### config.mk
export PLATFORM = sky130hd
export DESIGN_NAME = mem_stage_access_unit
export DESIGN_NICKNAME = d
export VERILOG_FILES = /design/src/rtl/mem_stage_access_unit_pkg.sv /design/src/rtl/mem_stage_access_unit_lane_align.sv /design/src/rtl/mem_stage_access_unit.sv
export SDC_FILE = /design/constraint.sdc
export NUM_CORES = 1
export LEC_CHECK = 0
export ABC_CLOCK_PERIOD_IN_PS = 5100
export CAP_MARGIN = 25
export CORE_MARGIN = 8
export CORE_UTILIZATION = 49
export CTS_BUF_LIST = sky130_fd_sc_hd__clkbuf_8
export DETAILED_ROUTE_END_ITERATION = 8
export PLACE_DENSITY = 0.88
export SLEW_MARGIN = 20
export SYNTH_ARGS = -nofsm -noshare
export SYNTH_HDL_FRONTEND = slang
export SYNTH_SLANG_ARGS = --single-unit
### constraint.sdc
create_clock -name clk -period 5.1 [get_ports clk]
set_input_delay 1.02 -clock clk [delete_from_list [all_inputs] [get_ports clk]]
set_output_delay 1.02 -clock clk [all_outputs]
set_load 0.05 [all_outputs]
### src/rtl/mem_stage_access_unit_pkg.sv
// rtl/mem_stage_access_unit_pkg.sv - shared size codes, FSM states and byte-enable constants
package mem_stage_access_unit_pkg;

    localparam logic [1:0] SZ_BYTE = 2'b00;
    localparam logic [1:0] SZ_HALF = 2'b01;
    localparam logic [1:0] SZ_WORD = 2'b10;
    localparam logic [1:0] SZ_RSVD = 2'b11;

    // Big-endian lane masks for the lowest address of each access size.
    localparam logic [3:0] BE_BYTE = 4'b1000;
    localparam logic [3:0] BE_HALF = 4'b1100;
    localparam logic [3:0] BE_WORD = 4'b1111;

    typedef enum logic [1:0] {
        ST_IDLE = 2'b00,
        ST_BUSY = 2'b01,
        ST_DONE = 2'b10
    } state_e;

    // Halves need an even address; words (and the reserved code) need 4-byte alignment.
    function automatic logic is_aligned(input logic [1:0] size, input logic [1:0] lo);
        logic ok;
        case (size)
            SZ_BYTE: ok = 1'b1;
            SZ_HALF: ok = ~lo[0];
            default: ok = (lo == 2'b00);
        endcase
        return ok;
    endfunction

endpackage

### src/rtl/mem_stage_access_unit_lane_align.sv
// rtl/mem_stage_access_unit_lane_align.sv - big-endian lane steering for stores and load extension
module mem_lane_align
    import mem_stage_access_unit_pkg::*;
(
    input  logic [1:0]  size_i,
    input  logic [1:0]  addr_lo_i,
    input  logic        se_i,
    input  logic [31:0] st_data_i,
    input  logic [31:0] ld_word_i,
    output logic [3:0]  be_o,
    output logic [31:0] wdata_o,
    output logic [31:0] ld_data_o
);

    logic [7:0]  ld_byte;
    logic [15:0] ld_half;

    // Pick the addressed lane (byte 0 sits in bits 31:24) and build enables, store data, load data.
    always_comb begin
        ld_byte = ld_word_i[31:24];
        case (addr_lo_i)
            2'd0: ld_byte = ld_word_i[31:24];
            2'd1: ld_byte = ld_word_i[23:16];
            2'd2: ld_byte = ld_word_i[15:8];
            default: ld_byte = ld_word_i[7:0];
        endcase
        ld_half = addr_lo_i[1] ? ld_word_i[15:0] : ld_word_i[31:16];

        be_o      = BE_WORD;
        wdata_o   = st_data_i;
        ld_data_o = ld_word_i;
        case (size_i)
            SZ_BYTE: begin
                be_o      = BE_BYTE >> addr_lo_i;
                wdata_o   = {4{st_data_i[7:0]}};
                ld_data_o = {{24{se_i & ld_byte[7]}}, ld_byte};
            end
            SZ_HALF: begin
                be_o      = BE_HALF >> {addr_lo_i[1], 1'b0};
                wdata_o   = {2{st_data_i[15:0]}};
                ld_data_o = {{16{se_i & ld_half[15]}}, ld_half};
            end
            default: begin
                be_o      = BE_WORD;
                wdata_o   = st_data_i;
                ld_data_o = ld_word_i;
            end
        endcase
    end

endmodule

### src/rtl/mem_stage_access_unit.sv
// rtl/mem_stage_access_unit.sv - MEM-stage req/ack data-memory access FSM with stall and write-back
module mem_stage_access_unit
    import mem_stage_access_unit_pkg::*;
#(
    parameter int TIMEOUT = 16,
    parameter int CNT_W   = 5
) (
    input  logic        clk,
    input  logic        R,
    input  logic        E_mem,
    input  logic        rw_dm_mem,
    input  logic [1:0]  size_mem,
    input  logic        se_mem,
    input  logic        load_mem,
    input  logic        rf_le_mem,
    input  logic [31:0] alu_out_mem,
    input  logic [31:0] df_a_mem,
    output logic        dm_req,
    output logic        dm_we,
    output logic [31:0] dm_addr,
    output logic [3:0]  dm_be,
    output logic [31:0] dm_wdata,
    input  logic [31:0] dm_rdata,
    input  logic        dm_ack,
    output logic        stall_mem,
    output logic [31:0] wb_data,
    output logic        wb_le,
    output logic        misalign,
    output logic        bus_err
);

    // Counter value seen in the last permitted BUSY cycle; unused when TIMEOUT is 0.
    localparam logic [CNT_W-1:0] TO_LAST = (TIMEOUT == 0) ? '0 : CNT_W'(TIMEOUT - 1);

    state_e             state_q;
    logic [CNT_W-1:0]   cnt_q;
    logic [CNT_W-1:0]   cnt_d;
    logic [31:0]        rbuf_q;
    logic               err_q;
    logic               req_q;
    logic               we_q;
    logic [3:0]         be_q;
    logic [31:0]        addr_q;
    logic [31:0]        wdata_q;
    logic [1:0]         size_q;
    logic               se_q;
    logic [1:0]         lo_q;

    logic               idle;
    logic               live_aligned;
    logic               start;
    logic               timeout_hit;

    logic [1:0]         al_size;
    logic [1:0]         al_lo;
    logic               al_se;
    logic [3:0]         al_be;
    logic [31:0]        al_wdata;
    logic [31:0]        al_ld;

    assign idle         = (state_q == ST_IDLE);
    assign live_aligned = is_aligned(size_mem, alu_out_mem[1:0]);
    assign start        = idle & E_mem & live_aligned;
    assign cnt_d        = cnt_q + 1'b1;
    assign timeout_hit  = (TIMEOUT != 0) && (cnt_q == TO_LAST);

    // In IDLE the aligner sees the live instruction (store side); afterwards the latched one (load side).
    assign al_size = idle ? size_mem         : size_q;
    assign al_lo   = idle ? alu_out_mem[1:0] : lo_q;
    assign al_se   = idle ? se_mem           : se_q;

    mem_lane_align u_lane_align (
        .size_i    (al_size),
        .addr_lo_i (al_lo),
        .se_i      (al_se),
        .st_data_i (df_a_mem),
        .ld_word_i (rbuf_q),
        .be_o      (al_be),
        .wdata_o   (al_wdata),
        .ld_data_o (al_ld)
    );

    // Transaction FSM: latch on start, wait for ack or timeout, retire for one cycle.
    always_ff @(posedge clk or negedge R) begin
        if (!R) begin
            state_q <= ST_IDLE;
            cnt_q   <= '0;
            rbuf_q  <= '0;
            err_q   <= 1'b0;
            req_q   <= 1'b0;
            we_q    <= 1'b0;
            be_q    <= '0;
            addr_q  <= '0;
            wdata_q <= '0;
            size_q  <= SZ_BYTE;
            se_q    <= 1'b0;
            lo_q    <= '0;
        end else begin
            case (state_q)
                ST_IDLE: begin
                    if (start) begin
                        state_q <= ST_BUSY;
                        req_q   <= 1'b1;
                        we_q    <= rw_dm_mem;
                        be_q    <= al_be;
                        addr_q  <= {alu_out_mem[31:2], 2'b00};
                        wdata_q <= al_wdata;
                        size_q  <= size_mem;
                        se_q    <= se_mem;
                        lo_q    <= alu_out_mem[1:0];
                        cnt_q   <= '0;
                        err_q   <= 1'b0;
                    end
                end
                ST_BUSY: begin
                    if (dm_ack) begin
                        rbuf_q  <= dm_rdata;
                        req_q   <= 1'b0;
                        state_q <= ST_DONE;
                    end else if (timeout_hit) begin
                        rbuf_q  <= '0;
                        req_q   <= 1'b0;
                        err_q   <= 1'b1;
                        state_q <= ST_DONE;
                    end else begin
                        cnt_q   <= cnt_d;
                    end
                end
                ST_DONE: begin
                    err_q   <= 1'b0;
                    state_q <= ST_IDLE;
                end
                default: begin
                    req_q   <= 1'b0;
                    state_q <= ST_IDLE;
                end
            endcase
        end
    end

    assign dm_req    = req_q;
    assign dm_we     = req_q & we_q;
    assign dm_addr   = addr_q;
    assign dm_be     = be_q;
    assign dm_wdata  = wdata_q;
    assign bus_err   = err_q;

    // Stall and misalign are decided from the live instruction in IDLE; reset forces them low.
    assign stall_mem = R & (start | (state_q == ST_BUSY));
    assign misalign  = R & idle & E_mem & ~live_aligned;

    // Write-back: pass the ALU result for non-memory ops, extended load data when retiring a load.
    always_comb begin
        wb_data = alu_out_mem;
        wb_le   = 1'b0;
        case (state_q)
            ST_IDLE: wb_le = R & ~E_mem & rf_le_mem;
            ST_DONE: begin
                if (load_mem) wb_data = al_ld;
                wb_le = R & rf_le_mem & ~err_q;
            end
            default: wb_le = 1'b0;
        endcase
    end

endmodule

---- Word-level counts from Yosys, hierarchy flattened ----
Cells that the tools add are included.
operators by class
  $add $sub $neg .......................... 1
  $mul .................................... 0
  div/mod/pow operators ................... 0
  $lt $le $gt $ge ......................... 0
  equality and inequality tests ........... 12
  shifts and indexed selects .............. 2
  mux-type cells .......................... 30
  bitwise gates (word level) .............. 19
  reductions and logical operators ........ 14
operator list
  kind                                                                count
  32-bit two-way mux                                                  4
  32-bit one-hot mux with 2 select lines                              2
  8-bit one-hot mux with 3 select lines                               1
  16-bit two-way mux                                                  1
  5-bit two-way mux                                                   3
  1-bit AND                                                           13
  2-bit logical NOT                                                   5
  2-bit two-way mux                                                   5
  5-bit one-hot mux with 2 select lines                               1
  2-bit by 1-bit == test with 1-bit output, second input constant     4
  4-bit one-hot mux with 2 select lines                               1
  4-bit AND reduction                                                 2
  4-bit by 2-bit right shift with 4-bit output, first input constant  2
  1-bit two-way mux                                                   7
  2-bit != test, second input constant                                3
  1-bit one-hot mux with 3 select lines                               2
  2-bit AND reduction                                                 3
  5-bit by 1-bit adder with 5-bit output, second input constant       1
  5-bit by 4-bit == test with 1-bit output, second input constant     1
  1-bit NOT                                                           5
  2-bit == test, second input constant                                2
  1-bit one-hot mux with 2 select lines                               2
  2-bit one-hot mux with 2 select lines                               1
  2-bit nonzero test                                                  2
  other kinds (5)                                                     5
word-level totals
  bits in registers ....................... 113
  bits in latches ......................... 0
  memory bits (writable) .................. 0
  bits in read-only memories .............. 0
  output and inout port bits .............. 106
  memories kept ........................... 0

---- Depth between registers and ports, before layout ----
Gate-level depths: netlist of the first run.
  depth after elaboration ................. 8
  mapped depth ............................ 8

---- Modules after synthesis ----
A second synthesis of the first run with hierarchy kept.
unflattened totals
  cell total of the unflattened synthesis .. 497
  area, all modules ....................... 5,958.2 um2
modules (own cells, without submodules)
  module                 instances  cells an instance  area an instance (um2)
  mem_stage_access_unit  1          325                4,750.8
  mem_lane_align         1          172                1,207.4

---- Worst setup path before layout of the first run ----
OpenSTA, ideal clock, no wires.
  path kind ............................... input -> output
  start ................................... input size_mem[0]
  end ..................................... output wb_data[18]
  data arrival time ....................... 2,930 ps
  data required time ...................... 4,080 ps
  setup slack ............................. 1,150 ps
  stages .................................. 6
  path buffers ............................ 1
  cell sequence ........................... nor2_1 o21ai_1 o32ai_2 a31oi_4 buf_6 a31oi_1
between the ends
  longest elaborated chain between the ends .. 5
RTL lines
  what                                                                           RTL line                                text
  start, declared                                                                mem_stage_access_unit.sv:12             input logic [1:0] size_mem,
  2-bit two-way mux (*)                                                          mem_stage_access_unit.sv:68             assign al_size = idle ? size_mem : size_q;
  2-bit by 1-bit == test with 1-bit output or 2-bit logical NOT (tied branches)  mem_stage_access_unit_lane_align.sv:32  case (size_i)
  32-bit one-hot mux with 2 select lines (*)                                     mem_stage_access_unit_lane_align.sv:32
  32-bit two-way mux (*)                                                         mem_stage_access_unit.sv:159            if (load_mem) wb_data = al_ld;
  32-bit two-way mux (*)                                                         mem_stage_access_unit.sv:156            case (state_q)
  end, declared                                                                  mem_stage_access_unit.sv:26             output logic [31:0] wb_data,
Every way passes the cells marked *; elsewhere a longest branch is shown, timed or not.

---- Final worst setup path of the first run ----
  start ................................... input size_mem[1]
  end ..................................... output wb_data[7]
Same word-level chain as after synthesis.

==> results of run 1 <==
==> how the worst max path moves through the flow <==
stage / from / endpoint / cells past startpoint
3_3_place_gp: size_mem[1] / wb_data[7] / 7
5_1_grt: size_mem[1] / wb_data[7] / 7
2_1_floorplan: size_mem[0] / wb_data[18] / 6
3_5_place_dp: size_mem[1] / wb_data[7] / 7
4_1_cts: size_mem[1] / wb_data[7] / 7
6_report: size_mem[1] / wb_data[7] / 7
==> layer usage <==
metal | vias to the layer above | wire [um] | global-route usage, %
met5 | - | 0 | 0
met4 | 0 | 327 | 9.75
met2 | 258 | 8950 | 39.2
met1 | 2531 | 7240 | 29.9
li1 | 2329 | - | -
met3 | 25 | 1960 | 7.59
==> cells in the final DEF (no fill, tap or decap), types with 2 or more instances in the layout <==
cell / Yosys / routed
nor2_2: 1 / 2
a22o_1: 37 / 37
a31oi_1: 17 / 17
o22ai_1: 2 / 2
a21boi_0: 2 / 2
a2bb2oi_1: 7 / 7
nand2_1: 57 / 57
conb_1: 1 / 2
clkinvlp_4: 0 / 6
nand3_1: 4 / 4
clkbuf_8: 0 / 17
and2_1: 4 / 4
o21ai_0: 52 / 51
and3_1: 2 / 2
o21ai_2: 1 / 2
xnor2_1: 2 / 2
mux2i_1: 27 / 27
mux2_2: 46 / 46
ha_1: 2 / 2
nor3b_1: 2 / 2
buf_4: 3 / 43
clkinv_2: 0 / 5
o211ai_1: 3 / 3
nor2_1: 37 / 36
a21oi_1: 17 / 17
clkdlybuf4s50_1: 0 / 177
a222oi_1: 8 / 8
nand2b_1: 4 / 4
dfrtp_1: 113 / 113
nor3_1: 11 / 11
inv_1: 5 / 6
==> cells in the mapped netlist (2+ instances only) <==
cell,number,area share [%]
a21boi_0,2,0.27
a21oi_1,17,1.5
a222oi_1,8,1.4
a22o_1,37,5.8
a2bb2oi_1,7,1.1
a31oi_1,17,1.9
and2_1,4,0.45
and3_1,2,0.22
buf_2,14,1.3
buf_4,3,0.40
buf_6,4,0.81
clkbuf_1,20,1.3
dfrtp_1,113,51
ha_1,2,0.45
inv_1,5,0.34
mux2_2,46,9.3
mux2i_1,27,4.8
nand2_1,57,3.8
nand2b_1,4,0.45
nand3_1,4,0.36
nor2_1,37,2.5
nor3_1,11,0.98
nor3b_1,2,0.27
o211ai_1,3,0.40
o21ai_0,52,4.7
o22ai_1,2,0.22
xnor2_1,2,0.31
==> critical path, cell delays in order <==
cell	delay [ps]
clkdlybuf4s50_1	480
nor2_1	250
o21ai_1	200
o32ai_2	430
nand3_1	120
a31oi_1	240
clkdlybuf4s50_1	880
==> metrics by stage <==
step                hold WS (ps)  instance area [sq um]  utilization [%]  power (uW)
floorplan                    469                   5590                -        2870
global placement             464                   7660             67.9        3610
detailed placement           476                   7670             68.1        3670
CTS                          452                   8030             71.2        4440
global route                 467                   8030             71.2        4610
finish                       468                   8030             71.2        4420
==> report_power, final <==
| part | switching, uW | total (uW) | internal, uW |
|---|---|---|---|
| clock network | 380 | 759 | 379 |
| logic | 1390 | 2210 | 812 |
| registers | 241 | 1460 | 1210 |
| total | 2020 | 4420 | 2410 |
==> registers in the layout (all words and copies together), names as in the netlist <==
signal,cells
rbuf_q,32
we_q,1
se_q,1
dm_be,4
bus_err,1
dm_wdata,32
lo_q,2
cnt_q,5
dm_addr,30
size_q,2
state_q,2
dm_req,1
==> cells by family after synthesis <==
group	after synthesis	share of synthesized area, %
flip-flops	113	50.6
AND/OR/NAND/NOR	131	10.3
other	1	0.0671
buffers and inverters	47	4.21
XOR/XNOR	2	0.313
multiplexers	73	14.1
adder cells (fa/ha/maj)	2	0.448
AO/OA/AOI/OAI	158	20.0
==> layout make-up <==
type                            count  share of cell area [%]
Clock buffer                       17                    2.92
Clock inverter                     15                    1.51
Inverter                            5                   0.234
Multi-Input combinational cell    368                    31.6
Sequential cell                   113                    35.2
Tap cell                          143                    2.23
Timing Repair Buffer              221                    26.3
==> results by group, run 1 <==
Placement
  – Placed cells: between 800 and 900
  – DP Worst Slack: 507 ps
  – Final GP Congestion: approximately 0.94
  – # port buffers: between 200 and 250
  – Placed wire-length estimate: 14,000 um

Setup path
  – R2R setup slack: roughly 2400 ps
  – Worst Path Required: around 4000 ps
  – Worst Path Arrival: around 3600 ps
  – FF-to-FF path depth: 5
  – Startpoint Class: input pin
  – Critical Path End Type: output pin
  – Crit-path max FO: 6
  – Reg2reg end: dm_wdata[30]$_DFFE_PN0P_
  – Worst flop-to-flop path startpoint: state_q[0]$_DFFE_PN0P_
  – WS Path Type: in -> out

Drt
  – Detailed Route Iter0 Violations: 544
  – Drt pass-1 iters: 5
  – Final ANT Viol Nets: 0
  – DRT Wirelength: 18,500 um
  – Vias post-DR: approximately 5,000
  – Per-cell routed wire length: roughly 21 um
  – Vias per cell: 5.83
  – DR DRC count: 0

Cells and area
  – Antenna cell count: 0
  – Synth-to-layout area growth: 43.6%
  – Multi-input gate area: roughly 2500 sq um
  – Post-route insts no fill: slightly below 900
  – Nets@finish: roughly 830
  – Register area: 2830 sq um
  – Share of cells above drive strength 1: between 10% and 20%
  – Fill cell count: 835

Clocking
  – Clk_lat worst skew: 430 ps
  – Post-CTS Hold Fix Bufs: 0
  – Worst-case clock buffer depth: 2
  – CTS H-tree lvls: 4
  – Post-CTS Setup Inserts: 0
  – TritonCTS Sinks: ~110
  – CTS Buf Count: 17
  – CTS tree: yes
  – Clock Root Buffer: clkbuf_8
  – Cts repair resizes: 0
  – Clk pin slew, worst setup/hold paths: approximately 70 ps

Power and ir drop
  – Power per Cell Area: approximately 550 nW/um^2
  – Worst-case vdd ir drop: between 0.3 and 0.4 mV
  – Pleak: 0.00343 uW

Timing
  – Fmax: 215 MHz
  – Final Max Tran Viols: 0
  – Slew margin rel.: about a third
  – RSZ-0062 raised after global routing: false
  – Final setup viols: 0
  – Setup TNS: 0 ps
  – Ratio of final minimum period to clock period: approximately 91%
  – Clk_skew: ~13 ps
  – Fin. Hold Viols: 0
  – Setup ws final: between 400 and 500 ps
  – Minimum clock period: 4650 ps
  – Worst slew pin tran: around 960 ps

Global routing
  – Pin count of the biggest net entering global routing: 87
  – Vias in the first global route: ~5,300
  – Antenna violations before repair: 0
  – All-layer global routing usage: between 20 and 25%
  – Global route total overflow: 0
  – First-pass GRT wire length: 28,500 um

Floorplan
  – Site Rows: 39
  – I/O pin count: approximately 210
  – Chip height: 123 um
  – Die W: between 100 and 150 um
  – Area of the core: between 10,000 and 15,000 sq um
  – Die area: around 15,000 sq um
  – Starting density of the core: around 50%

Synth
  – Share of the yosys chip area belonging to registers: roughly half
  – Syn. warnings: 0
  – Synth Cell Area: about 5600 sq um
  – Asr flop ratio synth: 100%
  – Cells after synthesis: between 500 and 600
  – Ys flop type: dfrtp_1
  – Seq cells post-synth: ~110
  – Syn_area_per_cell: around 11 sq um
  – Post-synth EDFFs: 0
  – Count of different cell masters after synthesis: 52

Job
  – Max Cap Violations: 0

Outcome
  – Status: complete, no violations

Hold path
  – Hold Path Class: in -> async
(Power assumes the default switching activity.)
==> run 2, diff against run 1 <==
Settings changed: ABC_CLOCK_PERIOD_IN_PS 5100 to unset, CAP_MARGIN 25 to unset.
==> results by group, run 2 (same netlist as run 1, synthesis figures left out) <==
Drt
  – Vias post-DR: 5,068
  – Final ANT Viol Nets: 0
  – DR DRC count: 0
  – DRT Wirelength: 18,400 um
  – Vias per cell: 5.76
  – Drt pass-1 iters: 6
  – Detailed Route Iter0 Violations: about 460
  – Per-cell routed wire length: 20.9 um

Power and ir drop
  – Worst-case vdd ir drop: 0.333 mV
  – Total Power: 4640 uW
  – Pleak: around 0.0035 uW
  – Combinational Power Share: about 48%
  – Cell-internal power: 2640 uW
  – Net Sw Frac: between 40% and 50%
  – Flop pwr share: a little under a third
  – Clock Power Share: about a fifth
  – Power per Cell Area: 572 nW/um^2
  – Switch Pwr: between 2000 and 2500 uW

Job
  – Max Cap Violations: 0

Timing
  – Fmax: approximately 210 MHz
  – Setup ws final: roughly 430 ps
  – Minimum clock period: ~4700 ps
  – Ratio of final minimum period to clock period: between 90 and 100%
  – Final setup viols: 0
  – Final Max Tran Viols: 0
  – RSZ-0062 raised after global routing: false
  – Worst slew pin tran: 945 ps
  – Hold slack: between 400 and 500 ps
  – Setup TNS: 0 ps
  – Fin. Hold Viols: 0
  – Clk_skew: ~7.9 ps
  – Slew margin rel.: 35.2%

Global routing
  – Antenna violations before repair: 0
  – GRT busiest layer: met2
  – Grt met2 use: a little under two fifths
  – All-layer global routing usage: around a quarter
  – Met1 usage in global routing: around 30%
  – Pin count of the biggest net entering global routing: 87
  – GR Layer Usage met3: 10.0%
  – Vias in the first global route: roughly 5,300
  – Global route total overflow: 0
  – First-pass GRT wire length: around 28,000 um

Setup path
  – Startpoint Class: input pin
  – R2R setup slack: approximately 2400 ps
  – Worst Path Arrival: roughly 3700 ps
  – Crit-path max FO: 6
  – WS Path Type: in -> out
  – FF-to-FF path depth: 5
  – Crit. Startpoint: size_mem[1]
  – Critical Path End Type: output pin
  – Critical Path End: wb_data[7]
  – Worst flop-to-flop path startpoint: state_q[0]$_DFFE_PN0P_
  – Worst Path Required: roughly 4100 ps
  – Reg2reg end: se_q$_DFFE_PN0P_

Clocking
  – Worst-case clock buffer depth: 2
  – Clk pin slew, worst setup/hold paths: ~70 ps
  – Clk_lat worst skew: between 400 and 500 ps
  – CTS H-tree lvls: 4
  – CTS Buf Count: 17
  – Post-CTS Setup Inserts: 0
  – Cts repair resizes: 0
  – Clock Root Buffer: clkbuf_8
  – Post-CTS Hold Fix Bufs: 0
  – CTS tree: yes
  – TritonCTS Sinks: between 100 and 150

Cells and area
  – Nets@finish: between 800 and 900
  – Most frequent cells in the layout: 177 x clkdlybuf4s50_1, 113 x dfrtp_1, 57 x nand2_1, 51 x o21ai_0, 46 x mux2_2
  – Multi-input gate area: between 2000 and 3000 sq um
  – Register area: between 2000 and 3000 sq um
  – Commonest non-fill, non-tap cell in the layout: clkdlybuf4s50_1
  – Share of cells above drive strength 1: a little under a fifth
  – Synth-to-layout area growth: 45.2%
  – Fill cell count: between 800 and 900
  – Antenna cell count: 0

Floorplan
  – Site Rows: 39
  – Starting density of the core: 49.6%
  – Die W: between 100 and 150 um
  – Area of the core: around 11,000 sq um
  – Die area: 15,100 sq um
  – Chip height: around 120 um
  – I/O pin count: around 210

Placement
  – DP Worst Slack: 501 ps
  – Final GP Congestion: about 0.94
  – # port buffers: roughly 210
  – Placed wire-length estimate: ~14,000 um

Hold path
  – Hold Path Class: in -> async

Outcome
  – Status: complete, no violations
run 2: cell count changes in the layout (fill, tap and decap cells not counted), sizes merged:
cell and delta:
clkinvlp -5, buf -1, clkbuf +3, inv -1
clkinv -2, bufinv +4
run 2: per-stage QoR:
stage / util, % / instance area, sq um / instances
after floorplan: - / 5590 / 528
after global placement: 67.9 / 7660 / 849
after detailed placement: 67.9 / 7660 / 849
after CTS: 72.0 / 8120 / 880
after global routing: 72.0 / 8120 / 880
final: 72.0 / 8120 / 880
run 2: worst min-delay path by stage:
stage / start / end / slack, ps / depth (start not counted)
6_report: R / dm_addr[3]$_DFFE_PN0P_ / 460 / 1
2_1_floorplan: cnt_q[4]$_DFFE_PN0P_ / cnt_q[4]$_DFFE_PN0P_ / 470 / 2
5_1_grt: R / rbuf_q[0]$_DFFE_PN0P_ / 450 / 1
3_5_place_dp: dm_be[0]$_DFFE_PN0P_ / dm_be[0]$_DFFE_PN0P_ / 470 / 2
3_3_place_gp: dm_wdata[17]$_DFFE_PN0P_ / dm_wdata[17]$_DFFE_PN0P_ / 460 / 2
4_1_cts: R / dm_addr[2]$_DFFE_PN0P_ / 440 / 1
run 2: critical path, stage by stage:
cell	delay (ps)
clkdlybuf4s50_1	480
nor2_1	260
o21ai_1	200
o32ai_2	440
nand3_1	120
a31oi_1	260
clkdlybuf4s50_1	870
run 2: layout make-up:
class / count / share of cell area, %
clock buffers: 20 / 3.39
clock inverters: 11 / 2.28
inverters: 5 / 0.231
multi-input cells: 368 / 31.3
flip-flops and latches: 113 / 34.8
well taps: 143 / 2.20
repair buffers: 220 / 25.8
run 2: power groups by stage:
stage | clock network (uW) | registers [uW] | logic (uW)
final | 978 | 1460 | 2200
after global routing | 1030 | 1490 | 2310
after CTS | 992 | 1450 | 2210
after detailed placement | 0 | 1460 | 2210
after global placement | 0 | 1440 | 2170
after floorplan | 0 | 2080 | 786
run 2: routing by layer:
metal / vias to the layer above / part of all wire, %
met3: 43 / 11
met1: 2424 / 39
li1: 2322 / -
met4: 0 / 2.8
met5: - / 0
met2: 279 / 47
==> run 3, diff against run 2 <==
Settings changed: CORE_ASPECT_RATIO set to 0.8.
==> results by group, run 3 (same netlist as run 1, synthesis figures left out) <==
Power and ir drop
  – Total Power: between 4000 and 5000 uW
  – Switch Pwr: between 2000 and 2500 uW
  – Net Sw Frac: 44.1%
  – Clock Power Share: about a fifth
  – Power per Cell Area: between 500 and 600 nW/um^2
  – Pleak: 0.00348 uW
  – Flop pwr share: approximately a third
  – Worst-case vdd ir drop: roughly 0.40 mV
  – Combinational Power Share: a little under half
  – Cell-internal power: ~2600 uW

Cells and area
  – Nets@finish: between 800 and 900
  – Share of cells above drive strength 1: ~18%
  – Most frequent cells in the layout: 177 x clkdlybuf4s50_1, 113 x dfrtp_1, 57 x nand2_1, 51 x o21ai_0, 46 x mux2_2
  – Fill cell count: around 800
  – Commonest non-fill, non-tap cell in the layout: clkdlybuf4s50_1
  – Synth-to-layout area growth: 45.9%

Placement
  – Final GP Congestion: roughly 0.91
  – Placed wire-length estimate: between 10,000 and 15,000 um
  – # port buffers: 209

Timing
  – Final setup viols: 0
  – Fmax: around 220 MHz
  – Ratio of final minimum period to clock period: about nine tenths
  – Minimum clock period: 4570 ps
  – Clk_skew: between 10 and 15 ps
  – Fin. Hold Viols: 0
  – RSZ-0062 raised after global routing: false
  – Final Max Tran Viols: 0
  – Worst slew pin tran: 936 ps
  – Slew margin rel.: a little over a third
  – Hold slack: about 480 ps
  – Setup TNS: 0 ps

Outcome
  – Status: complete, no violations

Job
  – Max Cap Violations: 0

Floorplan
  – Area of the core: ~11,000 sq um
  – I/O pin count: roughly 210
  – Die W: roughly 140 um
  – Die area: 15,100 sq um
  – Chip height: roughly 110 um
  – Site Rows: 35
  – Starting density of the core: 49.5%

Drt
  – Detailed Route Iter0 Violations: roughly 520
  – Vias post-DR: around 5,000
  – Vias per cell: slightly below 6
  – DR DRC count: 0
  – DRT Wirelength: 18,300 um
  – Per-cell routed wire length: 20.7 um
  – Final ANT Viol Nets: 0
  – Drt pass-1 iters: 5

Global routing
  – Pin count of the biggest net entering global routing: 110
  – First-pass GRT wire length: ~29,000 um
  – Global route total overflow: 0
  – Antenna violations before repair: 1
  – All-layer global routing usage: between 20% and 30%
  – Vias in the first global route: about 5,300

Clocking
  – Clk pin slew, worst setup/hold paths: 80 ps
  – Clk_lat worst skew: between 400 and 500 ps
  – CTS tree: yes
  – CTS Buf Count: 17
  – Worst-case clock buffer depth: 2
  – Clock Root Buffer: clkbuf_8
  – Cts repair resizes: 0
  – TritonCTS Sinks: between 100 and 150
  – CTS H-tree lvls: 4
  – Post-CTS Setup Inserts: 0
  – Post-CTS Hold Fix Bufs: 0

Setup path
  – Worst Path Required: 4080 ps
  – Critical-path top delay cell: a31oi_4
  – Crit-path leading delay family: compound AO/OA/AOI/OAI gates
  – Largest stage delay, worst path: 660 ps
  – Critical path cell sequence: clkdlybuf4s50_1, or4b_1, o21ai_0, a211oi_2, a31oi_4, a31oi_1, buf_4
  – Crit-path max FO: 24
  – Critical Path End Type: output pin
  – WS Path Type: in -> out
  – Startpoint Class: input pin
  – Worst Path Arrival: roughly 3600 ps
  – Buf/Inv on CP: 2

Hold path
  – Hold Path Class: reg -> reg
==> run 3: cell types whose count changed in the layout (fill, tap and decap cells not counted) <==
cell	change
clkinv_2	-3
inv_6	+3
buf_4	-9
bufinv_16	-1
inv_1	-1
clkbuf_8	-2
diode_2	+1
clkinv_4	+3
clkinvlp_4	+2
buf_12	+4
buf_6	+2
==> run 3: worst paths after layout <==
| kind | startpoint | end | slack [ps] | depth (start not counted) |
|---|---|---|---|---|
| worst max-delay path | alu_out_mem[1] | wb_data[28] | 530 | 7 |
| worst min-delay path | dm_wdata[12]$_DFFE_PN0P_ | dm_wdata[12]$_DFFE_PN0P_ | 480 | 2 |
| worst max register to register | state_q[1]$_DFFE_PN0P_ | dm_wdata[27]$_DFFE_PN0P_ | 2530 | 5 |
| worst min register to register | dm_wdata[12]$_DFFE_PN0P_ | dm_wdata[12]$_DFFE_PN0P_ | 480 | 2 |
| max in group asynchronous | R | dm_wdata[14]$_DFFE_PN0P_ | 3490 | 2 |
| min in group asynchronous | R | rbuf_q[4]$_DFFE_PN0P_ | 500 | 1 |
==> run 3: area by class of cell <==
class	instances	area, sq um	share of cell area (%)
Sequential cell	113	2830	34.7
Multi-Input combinational cell	368	2540	31.1
Timing Repair Buffer	217	2130	26.1
Clock buffer	18	248	3.04
Clock inverter	14	204	2.50
Tap cell	148	185	2.27
Inverter	5	18.8	0.230
Antenna cell	1	2.50	0.0307
==> run 3: worst reg2reg max path, delay by kind of cell, from the launching register on <==
family	cells	cell delay, ps
buffers and inverters	1	250
AND/OR/NAND/NOR	1	440
multiplexers	1	790
AO/OA/AOI/OAI	2	380
flip-flops	1	640
==> run 3: per-layer routing <==
layer / up-vias / part of all wire [%] / wire length, um / track usage, %
met5: - / 0 / 0 / 0
met3: 44 / 9.3 / 1700 / 7.47
li1: 2328 / - / - / -
met1: 2481 / 40 / 7290 / 30.0
met4: 0 / 3.4 / 614 / 10.3
met2: 297 / 47 / 8680 / 37.3
==> run 3: per-stage QoR <==
step,cells,util (%),worst slack (ps),instance area (sq um)
6_report,884,72.2,525,8150
5_1_grt,884,72.2,360,8150
4_1_cts,883,72.1,543,8140
3_5_place_dp,851,68.1,589,7690
3_3_place_gp,851,68.1,633,7690
2_1_floorplan,528,-,1150,5590
==> run 3: power by group through the flow <==
stage	sequential (uW)	combinational, uW	clock, uW
after floorplan	2080	786	0
after global placement	1440	2170	0
after detailed placement	1470	2210	0
after CTS	1450	2220	969
after global routing	1500	2320	1010
final	1460	2210	949
